$ cat src/rtl/muldiv_pkg.sv
// muldiv_pkg: shared definitions for the iterative RV32M multiply/divide unit.
//   - funct3 operation codes (MUL..REMU)
//   - 2-bit FSM state encoding
//   - helpers telling which operands an op treats as signed
package muldiv_pkg;

  localparam logic [2:0] OP_MUL    = 3'b000;
  localparam logic [2:0] OP_MULH   = 3'b001;
  localparam logic [2:0] OP_MULHSU = 3'b010;
  localparam logic [2:0] OP_MULHU  = 3'b011;
  localparam logic [2:0] OP_DIV    = 3'b100;
  localparam logic [2:0] OP_DIVU   = 3'b101;
  localparam logic [2:0] OP_REM    = 3'b110;
  localparam logic [2:0] OP_REMU   = 3'b111;

  typedef enum logic [1:0] {
    ST_IDLE = 2'b00,
    ST_RUN  = 2'b01,
    ST_FIX  = 2'b10,
    ST_DONE = 2'b11
  } state_t;

  // Operand A (rs1) is signed for MUL, MULH, MULHSU, DIV and REM.
  // MUL is treated as signed/signed; its low half is identical either way.
  function automatic logic is_signed_a(input logic [2:0] op);
    case (op)
      OP_MUL, OP_MULH, OP_MULHSU, OP_DIV, OP_REM: return 1'b1;
      default:                                    return 1'b0;
    endcase
  endfunction

  // Operand B (rs2) is signed for MUL, MULH, DIV and REM.
  function automatic logic is_signed_b(input logic [2:0] op);
    case (op)
      OP_MUL, OP_MULH, OP_DIV, OP_REM: return 1'b1;
      default:                         return 1'b0;
    endcase
  endfunction

endpackage

$ cat src/rtl/muldiv_unit.sv
// muldiv_unit: iterative RV32M multiply/divide, one radix-2 step per cycle.
// Multiply is shift-add over a {hi,lo} accumulator; divide is restoring
// shift-subtract over {R,Q} held in the same accumulator. Operands are
// converted to magnitudes on start, and signs are re-applied in FIX.
// Ports:
//   clk, rst            clock, synchronous active-high reset
//   start               request pulse, sampled only in IDLE
//   funct3              operation select (MUL..REMU)
//   rs1_data, rs2_data  operand A (multiplicand/dividend), B (multiplier/divisor)
//   rd_in               destination register index
//   busy                high in RUN and FIX
//   done                one-cycle pulse when result is valid
//   result, rd_out      registered result and latched destination
//   we_out              done qualified with rd_out != 0
module muldiv_unit
  import muldiv_pkg::*;
#(
  parameter int XLEN = 32
) (
  input  logic            clk,
  input  logic            rst,
  input  logic            start,
  input  logic [2:0]      funct3,
  input  logic [XLEN-1:0] rs1_data,
  input  logic [XLEN-1:0] rs2_data,
  input  logic [4:0]      rd_in,
  output logic            busy,
  output logic            done,
  output logic [XLEN-1:0] result,
  output logic [4:0]      rd_out,
  output logic            we_out
);

  localparam int CW = $clog2(XLEN);
  localparam int AW = 2 * XLEN + 1;

  state_t          state_q, state_d;
  logic [CW-1:0]   cnt_q, cnt_d;
  logic [2:0]      op_q, op_d;
  logic [XLEN-1:0] opa_q, opa_d;
  logic [XLEN-1:0] opb_q, opb_d;
  logic [AW-1:0]   acc_q, acc_d;
  logic            neg_main_q, neg_main_d;  // product / quotient sign
  logic            neg_rem_q, neg_rem_d;    // remainder sign (= sign of A)
  logic [XLEN-1:0] result_q, result_d;
  logic [4:0]      rd_q, rd_d;
  logic            done_q, done_d;
  logic            we_q, we_d;

  // Start-time operand conditioning
  logic            sa_s, sb_s;
  logic [XLEN-1:0] abs_a_s, abs_b_s;

  assign sa_s    = is_signed_a(funct3) & rs1_data[XLEN-1];
  assign sb_s    = is_signed_b(funct3) & rs2_data[XLEN-1];
  assign abs_a_s = sa_s ? (~rs1_data + {{(XLEN-1){1'b0}}, 1'b1}) : rs1_data;
  assign abs_b_s = sb_s ? (~rs2_data + {{(XLEN-1){1'b0}}, 1'b1}) : rs2_data;

  // Multiply step: hi is XLEN+1 bits so the carry of hi+A shifts back in.
  logic [XLEN:0]   mul_sum_s;
  logic [AW-1:0]   mul_next_s;

  assign mul_sum_s  = acc_q[AW-1:XLEN] + (acc_q[0] ? {1'b0, opa_q} : {(XLEN+1){1'b0}});
  assign mul_next_s = {mul_sum_s, acc_q[XLEN-1:0]} >> 1;

  // Divide step: R < B always holds after a step, so R's top bit is 0 and
  // only the low XLEN bits of R take part in the left shift.
  logic [XLEN:0]   r_sh_s, r_sub_s;
  logic [XLEN-1:0] q_sh_s;
  logic            r_ge_s;
  logic [AW-1:0]   div_next_s;

  assign r_sh_s     = {acc_q[2*XLEN-1:XLEN], acc_q[XLEN-1]};
  assign q_sh_s     = {acc_q[XLEN-2:0], 1'b0};
  assign r_ge_s     = r_sh_s >= {1'b0, opb_q};
  assign r_sub_s    = r_sh_s - {1'b0, opb_q};
  assign div_next_s = r_ge_s ? {r_sub_s, q_sh_s[XLEN-1:1], 1'b1} : {r_sh_s, q_sh_s};

  // Sign fix-up and special cases
  logic [2*XLEN-1:0] prod_s, prod_fix_s;
  logic [XLEN-1:0]   quo_fix_s, rem_fix_s, a_orig_s, fix_val_s;
  logic              div_zero_s, div_ovf_s, sb_rec_s;

  assign prod_s     = acc_q[2*XLEN-1:0];
  assign prod_fix_s = neg_main_q ? (~prod_s + {{(2*XLEN-1){1'b0}}, 1'b1}) : prod_s;
  assign quo_fix_s  = neg_main_q ? (~acc_q[XLEN-1:0] + {{(XLEN-1){1'b0}}, 1'b1})
                                 : acc_q[XLEN-1:0];
  assign rem_fix_s  = neg_rem_q ? (~acc_q[2*XLEN-1:XLEN] + {{(XLEN-1){1'b0}}, 1'b1})
                                : acc_q[2*XLEN-1:XLEN];
  // rs1 is rebuilt from its magnitude and sign rather than stored again.
  assign a_orig_s   = neg_rem_q ? (~opa_q + {{(XLEN-1){1'b0}}, 1'b1}) : opa_q;
  assign sb_rec_s   = neg_main_q ^ neg_rem_q;
  assign div_zero_s = (opb_q == {XLEN{1'b0}});
  assign div_ovf_s  = ((op_q == OP_DIV) || (op_q == OP_REM)) && neg_rem_q && sb_rec_s &&
                      (opa_q == {1'b1, {(XLEN-1){1'b0}}}) &&
                      (opb_q == {{(XLEN-1){1'b0}}, 1'b1});

  // Result selection for the FIX state
  always_comb begin
    fix_val_s = {XLEN{1'b0}};
    case (op_q)
      OP_MUL:                        fix_val_s = prod_fix_s[XLEN-1:0];
      OP_MULH, OP_MULHSU, OP_MULHU:  fix_val_s = prod_fix_s[2*XLEN-1:XLEN];
      OP_DIV, OP_DIVU: begin
        if (div_zero_s) begin
          fix_val_s = {XLEN{1'b1}};
        end else if (div_ovf_s) begin
          fix_val_s = {1'b1, {(XLEN-1){1'b0}}};
        end else begin
          fix_val_s = quo_fix_s;
        end
      end
      OP_REM, OP_REMU: begin
        if (div_zero_s) begin
          fix_val_s = a_orig_s;
        end else if (div_ovf_s) begin
          fix_val_s = {XLEN{1'b0}};
        end else begin
          fix_val_s = rem_fix_s;
        end
      end
      default:                       fix_val_s = {XLEN{1'b0}};
    endcase
  end

  // FSM next-state and datapath next-value logic
  always_comb begin
    state_d    = state_q;
    cnt_d      = cnt_q;
    op_d       = op_q;
    opa_d      = opa_q;
    opb_d      = opb_q;
    acc_d      = acc_q;
    neg_main_d = neg_main_q;
    neg_rem_d  = neg_rem_q;
    result_d   = result_q;
    rd_d       = rd_q;
    done_d     = 1'b0;
    we_d       = 1'b0;
    case (state_q)
      ST_IDLE: begin
        if (start) begin
          op_d       = funct3;
          rd_d       = rd_in;
          opa_d      = abs_a_s;
          opb_d      = abs_b_s;
          neg_main_d = sa_s ^ sb_s;
          neg_rem_d  = sa_s;
          cnt_d      = {CW{1'b0}};
          // Multiply: hi=0, lo=|B|. Divide: R=0, Q=|A|.
          if (funct3[2]) begin
            acc_d = {{(XLEN+1){1'b0}}, abs_a_s};
          end else begin
            acc_d = {{(XLEN+1){1'b0}}, abs_b_s};
          end
          state_d = ST_RUN;
        end else begin
          state_d = ST_IDLE;
        end
      end
      ST_RUN: begin
        if (op_q[2]) begin
          acc_d = div_next_s;
        end else begin
          acc_d = mul_next_s;
        end
        cnt_d = cnt_q + {{(CW-1){1'b0}}, 1'b1};
        if (cnt_q == CW'(XLEN - 1)) begin
          state_d = ST_FIX;
        end else begin
          state_d = ST_RUN;
        end
      end
      ST_FIX: begin
        result_d = fix_val_s;
        done_d   = 1'b1;
        we_d     = (rd_q != 5'd0);
        state_d  = ST_DONE;
      end
      ST_DONE: begin
        state_d = ST_IDLE;
      end
      default: begin
        state_d = ST_IDLE;
      end
    endcase
  end

  // State and datapath registers with synchronous reset
  always_ff @(posedge clk) begin
    if (rst) begin
      state_q    <= ST_IDLE;
      cnt_q      <= {CW{1'b0}};
      op_q       <= 3'b000;
      opa_q      <= {XLEN{1'b0}};
      opb_q      <= {XLEN{1'b0}};
      acc_q      <= {AW{1'b0}};
      neg_main_q <= 1'b0;
      neg_rem_q  <= 1'b0;
      result_q   <= {XLEN{1'b0}};
      rd_q       <= 5'd0;
      done_q     <= 1'b0;
      we_q       <= 1'b0;
    end else begin
      state_q    <= state_d;
      cnt_q      <= cnt_d;
      op_q       <= op_d;
      opa_q      <= opa_d;
      opb_q      <= opb_d;
      acc_q      <= acc_d;
      neg_main_q <= neg_main_d;
      neg_rem_q  <= neg_rem_d;
      result_q   <= result_d;
      rd_q       <= rd_d;
      done_q     <= done_d;
      we_q       <= we_d;
    end
  end

  assign busy   = (state_q == ST_RUN) || (state_q == ST_FIX);
  assign done   = done_q;
  assign we_out = we_q;
  assign result = result_q;
  assign rd_out = rd_q;

endmodule

$ cat config.mk
export PLATFORM = sky130hd
export DESIGN_NAME = muldiv_unit
export DESIGN_NICKNAME = d
export VERILOG_FILES = /design/src/rtl/muldiv_pkg.sv /design/src/rtl/muldiv_unit.sv
export SDC_FILE = /design/constraint.sdc
export NUM_CORES = 1
export LEC_CHECK = 0
export CAP_MARGIN = 40
export CORE_ASPECT_RATIO = 0.9
export CORE_MARGIN = 10
export CORE_UTILIZATION = 50
export CTS_CLUSTER_DIAMETER = 40
export DETAILED_ROUTE_END_ITERATION = 10
export DONT_BUFFER_PORTS = 1
export GPL_ROUTABILITY_DRIVEN = 1
export PLACE_DENSITY = 0.73
export RECOVER_POWER = 50
export SYNTH_ARGS = -nofsm -noshare
export SYNTH_HDL_FRONTEND = slang
export SYNTH_SLANG_ARGS = --single-unit
$ cat constraint.sdc
create_clock -name clk -period 9.5 [get_ports clk]
set_clock_uncertainty 0.05 [all_clocks]
set_input_delay 0.475 -clock clk [delete_from_list [all_inputs] [get_ports clk]]
set_output_delay 0.475 -clock clk [all_outputs]
set_load 0.03 [all_outputs]
* Yosys cells after proc, flatten, opt, wreduce, memory -nomap -nowiden
Cells that the tools add are included.
** Storage, ports and cells
- Register bits after elaboration :: 180
- Input port bits :: 75
- Output and inout bits :: 40
- Logic and storage cells :: 96
** Cells by class
- $add $sub $neg :: 9
- Magnitude comparators :: 1
- Eq/ne operators :: 18
- Multiplexer cells :: 25
- Bitwise gates (word level) :: 11
- Reduce and logical (&&, ||, !) cells :: 20
** Operators with widths (number)
- two-way mux 32 bit :: 11
- two-way mux 65 bit :: 3
- adder 32 x 1 -> 32 bit, second input constant :: 5
- inverter 32 bit :: 5
- one-hot mux 65 bit (2 select lines) :: 1
- one-hot mux 32 bit (4 select lines) :: 1
- adder 64 x 1 -> 64 bit, second input constant :: 1
- two-way mux 64 bit :: 1
- inverter 64 bit :: 1
- adder 33 x 32 -> 33 bit :: 1
- >= comparator 33 x 32 -> 1 bit :: 1
- subtractor 33 x 32 -> 33 bit :: 1
- == test 32 x 1 -> 1 bit, second input constant :: 1
- == test 32 bit, second input constant :: 1
- zero test 32 bit :: 1
- == test 3 bit, second input constant :: 6
- one-hot mux 5 bit (2 select lines) :: 1
- == test 3 x 2 -> 1 bit, second input constant :: 3
- one-hot mux 2 bit (4 select lines) :: 1
- == test 3 x 1 -> 1 bit, second input constant :: 2
- zero test 3 bit :: 2
- OR reduction 2 bit :: 3
- adder 5 x 1 -> 5 bit, second input constant :: 1
- == test 5 bit, second input constant :: 1
- 18 further kinds :: 29

* Depth between registers and ports, before layout
- Word-level depth :: 9
- Mapped depth :: 15
- Gate-level depth less buffers :: 14

* Worst setup path before layout
Ideal clock, no wire load.
- Path kind :: register to register
- Start point :: register opb_q[0]
- End point :: register acc_q[62]
- Arrival time :: 3254 ps
- Path slack :: 6090 ps
- Stages on the path, launching flop included :: 13
- Path buffers :: 0
- Period minus slack after synthesis :: 3410 ps
- Cells stage by stage :: dfxtp_1 > ha_1 > inv_1 > fa_1 > a21oi_1 > o21ai_0 > a221oi_1 > o21ai_0 > a221oi_1 > nor2_1 > o41ai_1 > xor2_1 > o311ai_0
** Between the ends
- Cells in the longest elaborated chain, start to end :: 4
- Elaborated cells on any way between the ends :: 5
** Ends and longest elaborated chain
- start, declared :: line muldiv_unit.sv:41 : logic [XLEN-1:0] opb_q, opb_d;
- start signal, assigned :: line muldiv_unit.sv:196 : opb_q <= {XLEN{1'b0}};
- start signal, assigned :: line muldiv_unit.sv:209 : opb_q <= opb_d;
- subtractor 33 x 32 -> 33 bit / >= comparator 33 x 32 -> 1 bit (equally long branches) :: line muldiv_unit.sv:76, muldiv_unit.sv:75
- two-way mux 65 bit * :: line muldiv_unit.sv:77 : assign div_next_s = r_ge_s ? {r_sub_s, q_sh_s[XLEN-1:1], 1'b1} : {r_sh_s, q_sh_s};
- two-way mux 65 bit * :: line muldiv_unit.sv:162 : if (op_q[2]) begin
- one-hot mux 65 bit (2 select lines) * :: line muldiv_unit.sv:140 : case (state_q)
- end signal, assigned :: line muldiv_unit.sv:197 : acc_q <= {AW{1'b0}};
- end, declared :: line muldiv_unit.sv:42 : logic [AW-1:0] acc_q, acc_d;
Every way passes the cells marked *; elsewhere a longest branch is shown, timed or not.
A chain may end at the register's enable or synchronous reset.

* Worst setup path in the final report
- Start point :: register state_q[0]
- End point :: register opb_q[7]
** Between the ends
- Cells in the longest elaborated chain, start to end :: 2
** Ends and longest elaborated chain
- start, declared :: line muldiv_unit.sv:37 : state_t state_q, state_d;
- start signal, assigned :: line muldiv_unit.sv:205 : state_q <= state_d;
- zero test 2 bit :: line muldiv_unit.sv:140
- AND reduction 2 bit (no source line)
No other way between the ends.

==> results.py <==
metrics = {
    "global_routing": {
        "grt_pass1_wl_mm": 98.1,
        "grt_max_degree": 160,
        "grt-ovfl-total": 0,
        "antenna_found_initial": 2,
        "grt_pass1_vias": 15900,
        "track_usage_pct": 31.4,
    },
    "clock_network": {
        "cts_tree": "yes",
        "clk_pin_slew_worst_paths_ns": 0.08,
        "numCtsBuffers": 17,
        "cts_hold_buf": 0,
        "clk_path_buf_depth": 2,
        "root_buffer": "clkbuf_16",
        "h-tree-depth": 4,
        "post-cts-setup-buffer-count": 0,
        "cts.sink_count": 180,
        "clkLatencyLatePin_ns": 0.45,
        "cts_resized": 0,
    },
    "layout": {
        "nets": 2303,
        "drive_above_1_share_pct": 3.97,
        "diodes": 0,
        "fin_cells": 2581,
        "area_delta_synth_final_pct": 4.36,
        "layout_common_cells": "nor2_1 (256), nand2_1 (210), dfxtp_1 (178)",
        "mostFrequentLayoutCell": "nor2_1",
    },
    "sta": {
        "rsz0062_at_grt": "false",
        "whs_ns": 0.0513,
        "fin_crit_sh_pct": 57.9,
        "finalHoldViolCount": 0,
        "worst_pin_slew_ns": 3.38,
        "max_slew_margin_pct": -125,
        "finalSetupTns_ns": 0,
        "fmax_mhz": 182,
        "timing.final.ws_setup_ns": 4.00,
        "finalMaxSlewViolations": 228,
        "layout_min_cycle_time_ns": 5.50,
        "setup_violations": 0,
    },
    "worst_setup_path": {
        "crit_chain": "inv_1, ha_1, and2_0, clkbuf_1, clkbuf_1, nor2_1, a211oi_1",
        "crit_path_end_kind": "register",
        "path_depth": 7,
        "r2r_setup_slack_ns": 4.00,
        "worstSetupPathType": "register to register",
        "critPathLaunch": "state_q[0]",
        "critPathRequiredTime_ns": 9.78,
        "critPathCapture": "opb_q[7]",
        "r2r_end": "opb_q[7]",
        "arrival_ns": 5.78,
        "ff2ff_path_depth": 7,
        "slowest_delay_ns": 2.44,
        "r2r-start": "state_q[0]",
        "path_common_cell": "clkbuf_1",
        "slowest_stage": "clkbuf_1",
        "path_buf_inv": 3,
        "crit_path_max_fanout": 90,
        "critPathTopFamily": "buffers and inverters",
        "cp-start-kind": "register",
    },
    "placement": {
        "io_buffers": 0,
        "place_inst": 2549,
        "hpwl_mm": 50.6,
        "place_ws_ns": 5.08,
        "gp_congestion": 1.08,
    },
    "pwr": {
        "leakage_nw": 6.54,
        "irDropWorstVdd_mv": 0.142,
        "power_per_cell_area_nw_per_um2": 140,
    },
    "synth": {
        "yosys.cell_types.count": 76,
        "yosys.area.top_type": "dfxtp_1",
        "async_flop_share_pct": 0,
        "synthesis.area_sq_um": 16400,
        "ys_warn_count": 0,
        "synth_seq_area_share_pct": 22.0,
        "netlist.area_leader.share_pct": 22.0,
        "avgSynthCellArea_sq_um": 7.23,
        "synth-main-ff-cell": "dfxtp_1",
        "synthTopCellsByArea": "dfxtp_1 (22%), xnor2_1 (6.3%), nor2_1 (5.9%)",
        "syn-num-nets": 2417,
        "ys_ff_latch": 180,
        "synthCells": 2266,
        "synth_edf_count": 0,
    },
    "routing": {
        "ant_nets": 0,
        "drt-pass1-iter-count": 7,
        "drtIter0Drc": 2366,
        "routed-via-count": 17200,
        "wl_per_cell_um": 25.3,
        "routed_via_density": 6.68,
        "post-route-drc-count": 0,
        "routed_wl_mm": 65.4,
    },
    "floorplanning": {
        "die_w_um": 211,
        "placementRows": 62,
        "start_util_pct": 51.0,
        "dieArea_sq_um": 40400,
        "die_h_um": 192,
        "ioPinCount": 115,
        "coreArea_sq_um": 32100,
    },
    "status": {
        "outcome": "complete, but fails checks",
        "violations": "capacitance limit, slew limit",
    },
    "job": {
        "maxCapViolCount": 4,
    },
    "worst_hold_path": {
        "min_path_type": "primary input to register",
    },
}
==> routing by layer <==
layer / global-route usage, % / share of wire [%]
met1: 43.3 / 42
met2: 45.3 / 41
met3: 7.45 / 13
met4: 14.2 / 4.4
met5: 0 / 0
==> Yosys cell counts, types with 17 or more instances <==
master / instances
a211oi_1: 96
o211ai_1: 22
clkbuf_1: 151
and3_1: 22
a31oi_1: 19
a21oi_1: 166
and2_1: 41
or4_1: 23
or3_1: 25
nand3_1: 35
mux2i_1: 60
nand4_1: 17
nand2_1: 210
nor2_1: 256
o31ai_1: 33
nor4_1: 31
ha_1: 74
dfxtp_1: 180
xor2_1: 109
a21o_1: 29
nand2b_1: 23
a311oi_1: 18
xnor2_1: 117
o21ai_0: 138
nor3_1: 62
o41ai_1: 17
inv_1: 81
==> metrics by stage <==
stage	power (mW)	area (sq um)	util, %
after CTS	2.36	17100	53.4
after global placement	1.62	16500	51.3
after floorplan	1.40	16400	-
after detailed placement	1.63	16500	51.5
final	2.39	17100	53.2
after global routing	2.48	17100	53.2
==> registers in the layout, indices dropped and copies added (netlist names), named ones only <==
| signal | count |
|---|---|
| opa_q | 32 |
| we_out | 1 |
| rd_out | 5 |
| acc_q | 65 |
| opb_q | 32 |
| neg_main_q | 1 |
| state_q | 1 |
| done | 1 |
| op_q | 3 |
| cnt_q | 5 |
| result | 32 |
| neg_rem_q | 1 |
==> logic make-up (layout without fill, tap and decap cells) <==
| kind of cell | after synthesis | count (layout) | synth area share, % |
|---|---|---|---|
| AND/OR/NAND/NOR | 794 | 794 | 22.9 |
| adder cells (fa/ha/maj) | 76 | 76 | 5.90 |
| AO/OA/AOI/OAI | 680 | 680 | 27.3 |
| buffers and inverters | 244 | 143 | 5.70 |
| XOR/XNOR | 226 | 226 | 12.1 |
| multiplexers | 66 | 66 | 4.08 |
| flip-flops | 180 | 180 | 22.0 |
==> worst min path at each step <==
| stage | depth (start not counted) | slack [ns] | endpoint | start |
|---|---|---|---|---|
| after detailed placement | 2 | 0.40 | cnt_q[4] | cnt_q[4] |
| after global placement | 2 | 0.39 | cnt_q[4] | cnt_q[4] |
| after CTS | 1 | 0.04 | register | rst |
| after floorplan | 2 | 0.39 | cnt_q[4] | cnt_q[4] |
| final | 1 | 0.05 | register | rst |
| after global routing | 1 | 0.03 | register | rst |
==> area by class of cell <==
cell class              instances  area (sq um)
multi-input cells            1842         11900
flip-flops and latches        180          3610
clock inverters                13           151
inverters                      83           312
clock buffers                  19           454
fillers                      3170         15000
well taps                     416           520
repair buffers                 28           190
==> power by group <==
group          internal (mW)  switching (mW)  leakage, nW  total [mW]
registers              0.802           0.115         1.47       0.918
logic                  0.261           0.468         4.77       0.728
clock network          0.372           0.370        0.298       0.742
total                   1.43           0.953         6.54        2.39
No activity file was read; power rests on OpenSTA's default activity.
